### config.mk
export PLATFORM = sky130hd
export DESIGN_NAME = ptw_walker
export DESIGN_NICKNAME = d
export VERILOG_FILES = /design/src/rtl/ptw_walker_pkg.sv /design/src/rtl/ptw_walker_pte_check.sv /design/src/rtl/ptw_walker.sv
export SDC_FILE = /design/constraint.sdc
export NUM_CORES = 1
export LEC_CHECK = 0
export CAP_MARGIN = 10
export CORE_ASPECT_RATIO = 1.1
export CORE_MARGIN = 2
export CORE_UTILIZATION = 65
export CTS_CLUSTER_DIAMETER = 150
export DETAILED_ROUTE_END_ITERATION = 10
export DONT_BUFFER_PORTS = 1
export GPL_ROUTABILITY_DRIVEN = 0
export HOLD_SLACK_MARGIN = 0.02
export PLACE_DENSITY = 0.81
export SYNTH_ARGS = -nofsm -noshare
export SYNTH_HDL_FRONTEND = slang
export SYNTH_SLANG_ARGS = --single-unit
### constraint.sdc
create_clock -name clk_i -period 4.4 [get_ports clk_i]
set_input_delay 0.44 -clock clk_i [delete_from_list [all_inputs] [get_ports clk_i]]
set_output_delay 0.44 -clock clk_i [all_outputs]
set_load 0.05 [all_outputs]
### src/rtl/ptw_walker_pkg.sv
`default_nettype none
// -----------------------------------------------------------------------------
// ptw_walker_pkg : shared widths, FSM encodings and PTE layout for the walker
// Rev 1.0
// -----------------------------------------------------------------------------
package ptw_walker_pkg;

  localparam int PTW_VADDR_WIDTH = 32;
  localparam int PTW_PADDR_WIDTH = 32;
  localparam int PTW_DATA_WIDTH  = 32;
  localparam int PTW_LEVELS      = 2;
  localparam int PTW_VPN_BITS    = 10;
  localparam int PTW_OFFSET_BITS = 12;
  localparam int PTW_PTE_BYTES   = 4;
  localparam int PTW_PPN_BITS    = PTW_DATA_WIDTH - 10;

  typedef logic [1:0] ptw_state_e;
  localparam logic [1:0] PTW_IDLE = 2'd0;
  localparam logic [1:0] PTW_REQ  = 2'd1;
  localparam logic [1:0] PTW_WAIT = 2'd2;
  localparam logic [1:0] PTW_DONE = 2'd3;

  typedef struct packed {
    logic [PTW_PPN_BITS-1:0] ppn;
    logic [1:0]              rsw;
    logic                    d;
    logic                    a;
    logic                    g;
    logic                    u;
    logic                    x;
    logic                    w;
    logic                    r;
    logic                    v;
  } pte_t;

  function automatic logic pte_is_leaf(input pte_t pte);
    return pte.r | pte.w | pte.x;
  endfunction

endpackage
`default_nettype wire

### src/rtl/ptw_walker_pte_check.sv
`default_nettype none
// -----------------------------------------------------------------------------
// ptw_pte_check : combinational PTE decoder (leaf / fault / misaligned superpage)
// Rev 1.0
// -----------------------------------------------------------------------------
module ptw_pte_check
  import ptw_walker_pkg::*;
#(
  parameter int VPN_BITS = PTW_VPN_BITS
) (
  input  pte_t       pte_i,
  input  logic [1:0] lvl_i,
  output logic       is_leaf_o,
  output logic       fault_o,
  output logic       misaligned_o
);

  logic [PTW_PPN_BITS-1:0] low_mask;
  logic                    unused_bits;

  assign is_leaf_o = pte_is_leaf(pte_i);
  assign fault_o   = !pte_i.v || (!pte_i.r && pte_i.w);

  // A leaf above the last level maps a superpage; its low PPN bits must be zero.
  assign low_mask     = ~({PTW_PPN_BITS{1'b1}} << (32'(lvl_i) * 32'(VPN_BITS)));
  assign misaligned_o = is_leaf_o && ((pte_i.ppn & low_mask) != '0);

  assign unused_bits = ^{pte_i.rsw, pte_i.d, pte_i.a, pte_i.g, pte_i.u};

endmodule
`default_nettype wire

### src/rtl/ptw_walker.sv
`default_nettype none
// -----------------------------------------------------------------------------
// ptw_walker : multi-level radix page-table walker over a req/gnt/rvalid port
// Rev 1.0
// -----------------------------------------------------------------------------
module ptw_walker
  import ptw_walker_pkg::*;
#(
  parameter int VADDR_WIDTH = PTW_VADDR_WIDTH,
  parameter int PADDR_WIDTH = PTW_PADDR_WIDTH,
  parameter int DATA_WIDTH  = PTW_DATA_WIDTH,
  parameter int LEVELS      = PTW_LEVELS,
  parameter int VPN_BITS    = PTW_VPN_BITS,
  parameter int OFFSET_BITS = PTW_OFFSET_BITS,
  parameter int PTE_BYTES   = PTW_PTE_BYTES
) (
  input  logic                   clk_i,
  input  logic                   rst_i,
  input  logic                   req_i,
  input  logic [VADDR_WIDTH-1:0] vaddr_i,
  input  logic [DATA_WIDTH-1:0]  satp_data_i,
  output logic                   ready_o,
  output logic                   valid_o,
  output logic                   error_o,
  output logic [PADDR_WIDTH-1:0] paddr_o,
  output logic [1:0]             level_o,
  output logic                   mem_req_o,
  output logic [PADDR_WIDTH-1:0] mem_addr_o,
  input  logic                   mem_gnt_i,
  input  logic                   mem_rvalid_i,
  input  logic [DATA_WIDTH-1:0]  mem_rdata_i,
  input  logic                   mem_err_i
);

  localparam int PPN_BITS  = DATA_WIDTH - 10;
  localparam int PTE_SHIFT = $clog2(PTE_BYTES);
  localparam int ADDR_FULL = PPN_BITS + VPN_BITS + PTE_SHIFT;
  localparam int ADDR_W    = (ADDR_FULL > PADDR_WIDTH) ? ADDR_FULL : PADDR_WIDTH;
  localparam int PA_FULL   = PPN_BITS + OFFSET_BITS;
  localparam int PA_W      = (PA_FULL > PADDR_WIDTH) ? PA_FULL : PADDR_WIDTH;

  ptw_state_e             state_q, state_d;
  logic [VADDR_WIDTH-1:0] vaddr_q, vaddr_d;
  logic [PPN_BITS-1:0]    ppn_q, ppn_d;
  logic [1:0]             lvl_q, lvl_d;
  logic [PADDR_WIDTH-1:0] paddr_q, paddr_d;
  logic                   error_q, error_d;
  logic [1:0]             level_q, level_d;

  pte_t                   pte;
  logic                   pte_leaf, pte_fault, pte_misaligned;
  logic [31:0]            vpn_shift;
  logic [VPN_BITS-1:0]    vpn;
  logic [ADDR_W-1:0]      pte_addr;
  logic [PA_W-1:0]        hi_mask, leaf_pa;
  logic                   descend, walk_ok;
  logic                   unused_bits;

  assign pte = mem_rdata_i;

  ptw_pte_check #(
    .VPN_BITS (VPN_BITS)
  ) u_pte_check (
    .pte_i        (pte),
    .lvl_i        (lvl_q),
    .is_leaf_o    (pte_leaf),
    .fault_o      (pte_fault),
    .misaligned_o (pte_misaligned)
  );

  // vpn_shift is both the VPN index position and the count of vaddr bits a leaf keeps.
  assign vpn_shift = 32'(OFFSET_BITS) + 32'(lvl_q) * 32'(VPN_BITS);
  assign vpn       = VPN_BITS'(vaddr_q >> vpn_shift);
  assign pte_addr  = ADDR_W'({ppn_q, vpn}) << PTE_SHIFT;
  assign hi_mask   = {PA_W{1'b1}} << vpn_shift;
  assign leaf_pa   = (PA_W'({pte.ppn, {OFFSET_BITS{1'b0}}}) & hi_mask)
                   | (PA_W'(vaddr_q) & ~hi_mask);

  assign descend = !mem_err_i && !pte_fault && !pte_leaf && (lvl_q != 2'd0);
  assign walk_ok = !mem_err_i && !pte_fault && pte_leaf && !pte_misaligned;

  always_comb begin
    state_d = state_q;
    vaddr_d = vaddr_q;
    ppn_d   = ppn_q;
    lvl_d   = lvl_q;
    paddr_d = paddr_q;
    error_d = error_q;
    level_d = level_q;
    case (state_q)
      PTW_IDLE: begin
        if (req_i) begin
          vaddr_d = vaddr_i;
          ppn_d   = satp_data_i[PPN_BITS-1:0];
          lvl_d   = 2'(LEVELS - 1);
          state_d = PTW_REQ;
        end
      end
      PTW_REQ: begin
        if (mem_gnt_i) state_d = PTW_WAIT;
      end
      PTW_WAIT: begin
        if (mem_rvalid_i) begin
          if (descend) begin
            ppn_d   = pte.ppn;
            lvl_d   = lvl_q - 2'd1;
            state_d = PTW_REQ;
          end else begin
            // Faulting walks keep the last good paddr on the output.
            error_d = !walk_ok;
            level_d = lvl_q;
            if (walk_ok) paddr_d = leaf_pa[PADDR_WIDTH-1:0];
            state_d = PTW_DONE;
          end
        end
      end
      PTW_DONE: state_d = PTW_IDLE;
      default:  state_d = PTW_IDLE;
    endcase
  end

  always_ff @(posedge clk_i or posedge rst_i) begin
    if (rst_i) begin
      state_q <= PTW_IDLE;
      vaddr_q <= '0;
      ppn_q   <= '0;
      lvl_q   <= '0;
      paddr_q <= '0;
      error_q <= 1'b0;
      level_q <= '0;
    end else begin
      state_q <= state_d;
      vaddr_q <= vaddr_d;
      ppn_q   <= ppn_d;
      lvl_q   <= lvl_d;
      paddr_q <= paddr_d;
      error_q <= error_d;
      level_q <= level_d;
    end
  end

  assign ready_o    = (state_q == PTW_IDLE);
  assign valid_o    = (state_q == PTW_DONE);
  assign mem_req_o  = (state_q == PTW_REQ);
  assign mem_addr_o = mem_req_o ? pte_addr[PADDR_WIDTH-1:0] : '0;
  assign error_o    = error_q;
  assign paddr_o    = paddr_q;
  assign level_o    = level_q;

  assign unused_bits = ^{satp_data_i, pte_addr, leaf_pa};

endmodule
`default_nettype wire
-- After elaboration in Yosys (flattened, before gate mapping)
Index checks and enable logic that the tools add are counted.
- RAM bits: 0
- output and inout bits: 70
- input bits: 102
- memories kept: 0
- logic and storage cells: 66
- latch bits: 0
- register bits after elaboration: 91
- bits in read-only memories: 0
- bitwise logic cells: 9
- mux-type cells: 13
- order comparisons: 0
- div/mod/pow operators: 0
- multipliers: 1
- shift-type cells: 3
- equality and inequality tests: 7
- $add $sub $neg: 2
- reduce and logical (&&, ||, !) cells: 24
- operators by type and width (kind ; count):
    $and A32 B32 Y32 ; 2
    $mux W20 ; 3
    $pmux W20 S2 ; 1
    $shl A34 B7 Y32 const A ; 1
    $mux W32 ; 1
    $not A32 Y32 ; 1
    $or A32 B32 Y32 ; 1
    $shr A32 B7 Y10 ; 1
    $and A22 B22 Y22 ; 1
    $not A22 Y22 ; 1
    $reduce_bool A22 Y1 ; 1
    $shl A22 B6 Y22 const A ; 1
    $mux W2 ; 6
    $pmux W2 S4 ; 1
    $reduce_and A4 Y1 ; 2
    $add A4 B6 Y7 const A ; 1
    $logic_and A1 B1 Y1 ; 7
    $logic_not A1 Y1 ; 7
    $ne A2 B2 Y1 const B ; 3
    $reduce_and A3 Y1 ; 2
    $mul A2 B3 Y5 const B ; 1
    $eq A2 B2 Y1 const B ; 2
    $pmux W2 S2 ; 1
    $reduce_bool A2 Y1 ; 2
    other kinds (8) ; 9

-- Longest topological paths before layout
- depth after elaboration: 10
- mapped depth: 9
- mapped depth without buffers: 7

-- Cells and area by module
From an unflattened synthesis, not the netlist that was laid out.
- cells, all modules: 380
- area total of the unflattened synthesis: 4496.8 sq um
- by module, submodules not included (module ; area each (sq um) ; seq. area each (sq um) ; cells an instance ; times used):
    ptw_walker ; 4404.2 ; 2277.2 ; 365 ; 1
    ptw_pte_check ; 92.6 ; 0.0 ; 15 ; 1

-- Least setup slack after synthesis
Ideal clock, no wire load.
- kind: register -> register
- start: reg lvl_q[0]
- end: reg ppn_q[10]
- arrival time: 2196 ps
- stages on the path, launching flop included: 10
- setup time: 125 ps
- setup slack: 2079 ps
- buffers on the path: 2
- cells stage by stage: dfrtp_1 inv_1 ha_1 buf_6 or4_4 nor2_4 nand3_2 a21oi_4 buf_6 mux2_2
- longest elaborated chain between the ends: 4
- RTL lines (item ; RTL line ; RTL):
    start, declared ; ptw_walker.sv:45 ; logic [1:0] lvl_q, lvl_d;
    start signal, assigned ; ptw_walker.sv:135 ; lvl_q <= lvl_d;
    $reduce_bool A2 Y1 ; ptw_walker.sv:79 ; assign descend = !mem_err_i && !pte_fault && !pte_leaf && (lvl_q != 2'd0);
    $logic_and A1 B1 Y1 ; ptw_walker.sv:79 ;
    $ne A2 B2 Y1 (no line) ; - ;
    $reduce_and A4 Y1 (no line) ; - ;
    end signal, assigned ; ptw_walker.sv:134 ; ppn_q <= ppn_d;
    end, declared ; ptw_walker.sv:44 ; logic [PPN_BITS-1:0] ppn_q, ppn_d;
No other way between the ends.
A chain may end at the register's enable or synchronous reset.

-- Final worst setup path
- start: reg lvl_q[0]
- end: reg paddr_q[5] (netlist: paddr_o[5])
- longest elaborated chain between the ends: 9
- elaborated cells between the ends (all ways): 18
- RTL lines (item ; RTL line ; RTL):
    branches (longest 9 deep; another with $add A4 B6 Y7) ; - ;
    end signal, assigned ; ptw_walker.sv:136 ; paddr_q <= paddr_d;
    end, declared ; ptw_walker.sv:46 ; logic [PADDR_WIDTH-1:0] paddr_q, paddr_d;
Parallel ways; which one is timed is not known.

==> results.toml <==
[outcome]
outcome = "finished, final reports clean"

[placed_design]
placed_area_um2 = 4690
dp_cells = 413
place_ws_ns = 0.981
dp_hpwl_mm = 7.31
io_buffer_count = 0

[cts]
htree_levels = 3
clock-sinks = 91
post_cts_buffers = 0
cts_buffers = 9
cts_tree = "done"
path_clk_slew_ns = 0.10
cts-root-buf = "clkbuf_8"
cts-resized-gates = 0
clock_path_buffers = 2
worstSkewPairLatency_ns = 0.36
ctsHoldBuffers = 0

[synthesis]
avgSynthCellArea_um2 = 13.6
synth-seq-cells = 91
synth_cells = 342
netlist_area_um2 = 4650
ys_warn_count = 0
synthDistinctLibCells = 39
ys_seq_area_share_pct = 48.9

[power_and_ir_drop]
leakagePower_nw = 2.29
peakVddDrop_mv = 0.671
power_mw = 3.08
power_density_nw_per_um2 = 632

[worst_setup_path]
path_max_fanout = 18
worstPathArrival_ns = 3.65
critPathKind = "reg2reg"
critical_path_required_ns = 4.64
cp-end-kind = "register"
regToRegSetupSlack_ns = 0.99
cp-start-kind = "register"

[global_routing]
grt.overflow.total = 0
track_usage_pct = 26.2
antenna_found_initial = 0
grt_max_degree = 55
grt_pass1_wl_mm = 15.6
grt_pass1_vias = 2834

[sta]
setup_viol = 0
hold-worst-slack_ns = 0.0184
fmax_ghz = 0.293
finalCritPeriodShare_pct = 77.5
skew_ns = 0.0151
final.setup.tns_ns = 0
period_needed_ns = 3.41
relSlewSlack_pct = 35.7
tightestPinTransition_ns = 0.961
rsz0062_at_grt = "no"
hold_viol_final = 0
slew_viol_final = 0
finalWorstSetupSlack_ns = 0.990

[floorplanning]
dieArea_um2 = 7850
placeableCoreArea_um2 = 6970
rows = 32
start_util_pct = 66.8
die_y_um = 92.8
ios = 172
die_w_um = 84.7

[route]
vias_per_cell = 6.17
detail_route.wl_per_cell_um = 23.2
first_iter_violations = 112
first_pass_iters = 4
ant_nets = 0
routed_wl_mm = 9.96
vias = 2646
drc = 0

[worst_hold_path]
hold_class = "in2async"

[layout]
stdcell_area_um2 = 4870
finalNonFillerCells = 429
fill_cells = 493
final_common_cell = "mux2_2"
final_layout_size_suffix_gt1_share_pct = 45.1
layout_common_cells = "mux2_2, dfrtp_1, mux2_4"
syn_to_final_growth_pct = 4.57
finalNetCount = 447
final_util_pct = 69.9
num_antenna_cells = 0

[flow_run]
maxCapViolations = 0
==> path summary, 6_finish.rpt <==
kind                             from           to  depth (start not counted)
setup / recovery             lvl_q[0]   paddr_o[5]                          8
hold / removal                  rst_i  paddr_o[13]                          1
setup reg to reg             lvl_q[0]   paddr_o[5]                          8
hold reg to reg            vaddr_q[1]   vaddr_q[1]                          1
max in group asynchronous       rst_i  paddr_o[31]                          2
min in group clk_i          mem_gnt_i   state_q[0]                          1
==> Yosys cell counts <==
library cell | instances | area share (%)
o21ai_0 | 2 | 0.22
nand3_2 | 1 | 0.22
mux2_4 | 29 | 9.4
mux2_2 | 94 | 23
o211ai_1 | 1 | 0.16
a21boi_0 | 1 | 0.16
conb_1 | 1 | 0.081
nor4_1 | 3 | 0.40
o21a_1 | 1 | 0.16
clkbuf_1 | 8 | 0.65
mux2i_1 | 10 | 2.2
nand3_1 | 1 | 0.11
nor3_1 | 1 | 0.11
buf_6 | 6 | 1.5
or4_4 | 1 | 0.24
a21oi_4 | 1 | 0.35
nand4_2 | 1 | 0.27
nor2_2 | 1 | 0.13
and2_0 | 1 | 0.13
dfrtp_1 | 91 | 49
o22ai_1 | 2 | 0.27
nand2_1 | 3 | 0.24
a21o_1 | 1 | 0.16
o41ai_1 | 1 | 0.19
and2_1 | 22 | 3.0
ha_1 | 6 | 1.6
a22o_1 | 1 | 0.19
o32ai_1 | 1 | 0.19
buf_4 | 2 | 0.32
o31a_1 | 2 | 0.38
buf_2 | 4 | 0.43
mux2_1 | 4 | 0.97
nor2_4 | 1 | 0.24
nand2b_1 | 2 | 0.27
inv_1 | 6 | 0.48
nor2b_1 | 12 | 1.6
nor2_1 | 14 | 1.1
a21oi_1 | 2 | 0.22
or2_2 | 1 | 0.13
==> worst max-delay path, cell delays in order, from the launching register on <==
cell and delay [ns]:
dfrtp_1 0.83, inv_1 0.23, ha_1 0.39, or4_4 0.47, nor2_4 0.14, nor2_2 0.09
nand4_2 0.57, buf_12 0.27, mux2_4 0.31
==> final cells by class <==
cell class | instances | area (um2) | area share, %
clock buffer | 9 | 124 | 2.54
clock inverter | 7 | 52.6 | 1.08
inverter | 6 | 25.0 | 0.514
multi-input combinational | 226 | 2230 | 45.9
sequential | 91 | 2280 | 46.8
tap | 85 | 106 | 2.19
timing repair buffer | 5 | 50.0 | 1.03
==> power by group <==
group          switching [mW]  internal [mW]
combinational           0.780          0.481
clock                   0.305          0.207
sequential              0.206           1.10
==> metal layers <==
metal	global-route usage [%]	share of wire, %	wire, um	vias to the layer above
li1	-	-	-	1195
met1	34.6	43	4270	1338
met2	41.9	49	4890	98
met3	7.13	6.1	612	15
met4	8.86	1.8	182	0
met5	0	0	0	-
==> registers in the layout (all words and copies together) (netlist names) <==
signal,count
error_o,1
level_o,2
lvl_q,2
paddr_o,32
ppn_q,20
state_q,2
vaddr_q,32
==> logic make-up (layout without fill, tap and decap cells) <==
kind of cell,after synthesis,in the layout,share of synthesized area (%)
AOI/OAI and AO/OA,16,16,2.63
other,1,2,0.0806
adders and majority gates,6,6,1.61
buffers and inverters,26,27,3.33
and+or+nand+nor,65,65,8.20
muxes,137,137,35.2
DFF,91,91,48.9
Note: power is estimated with default switching activity, not from simulation.
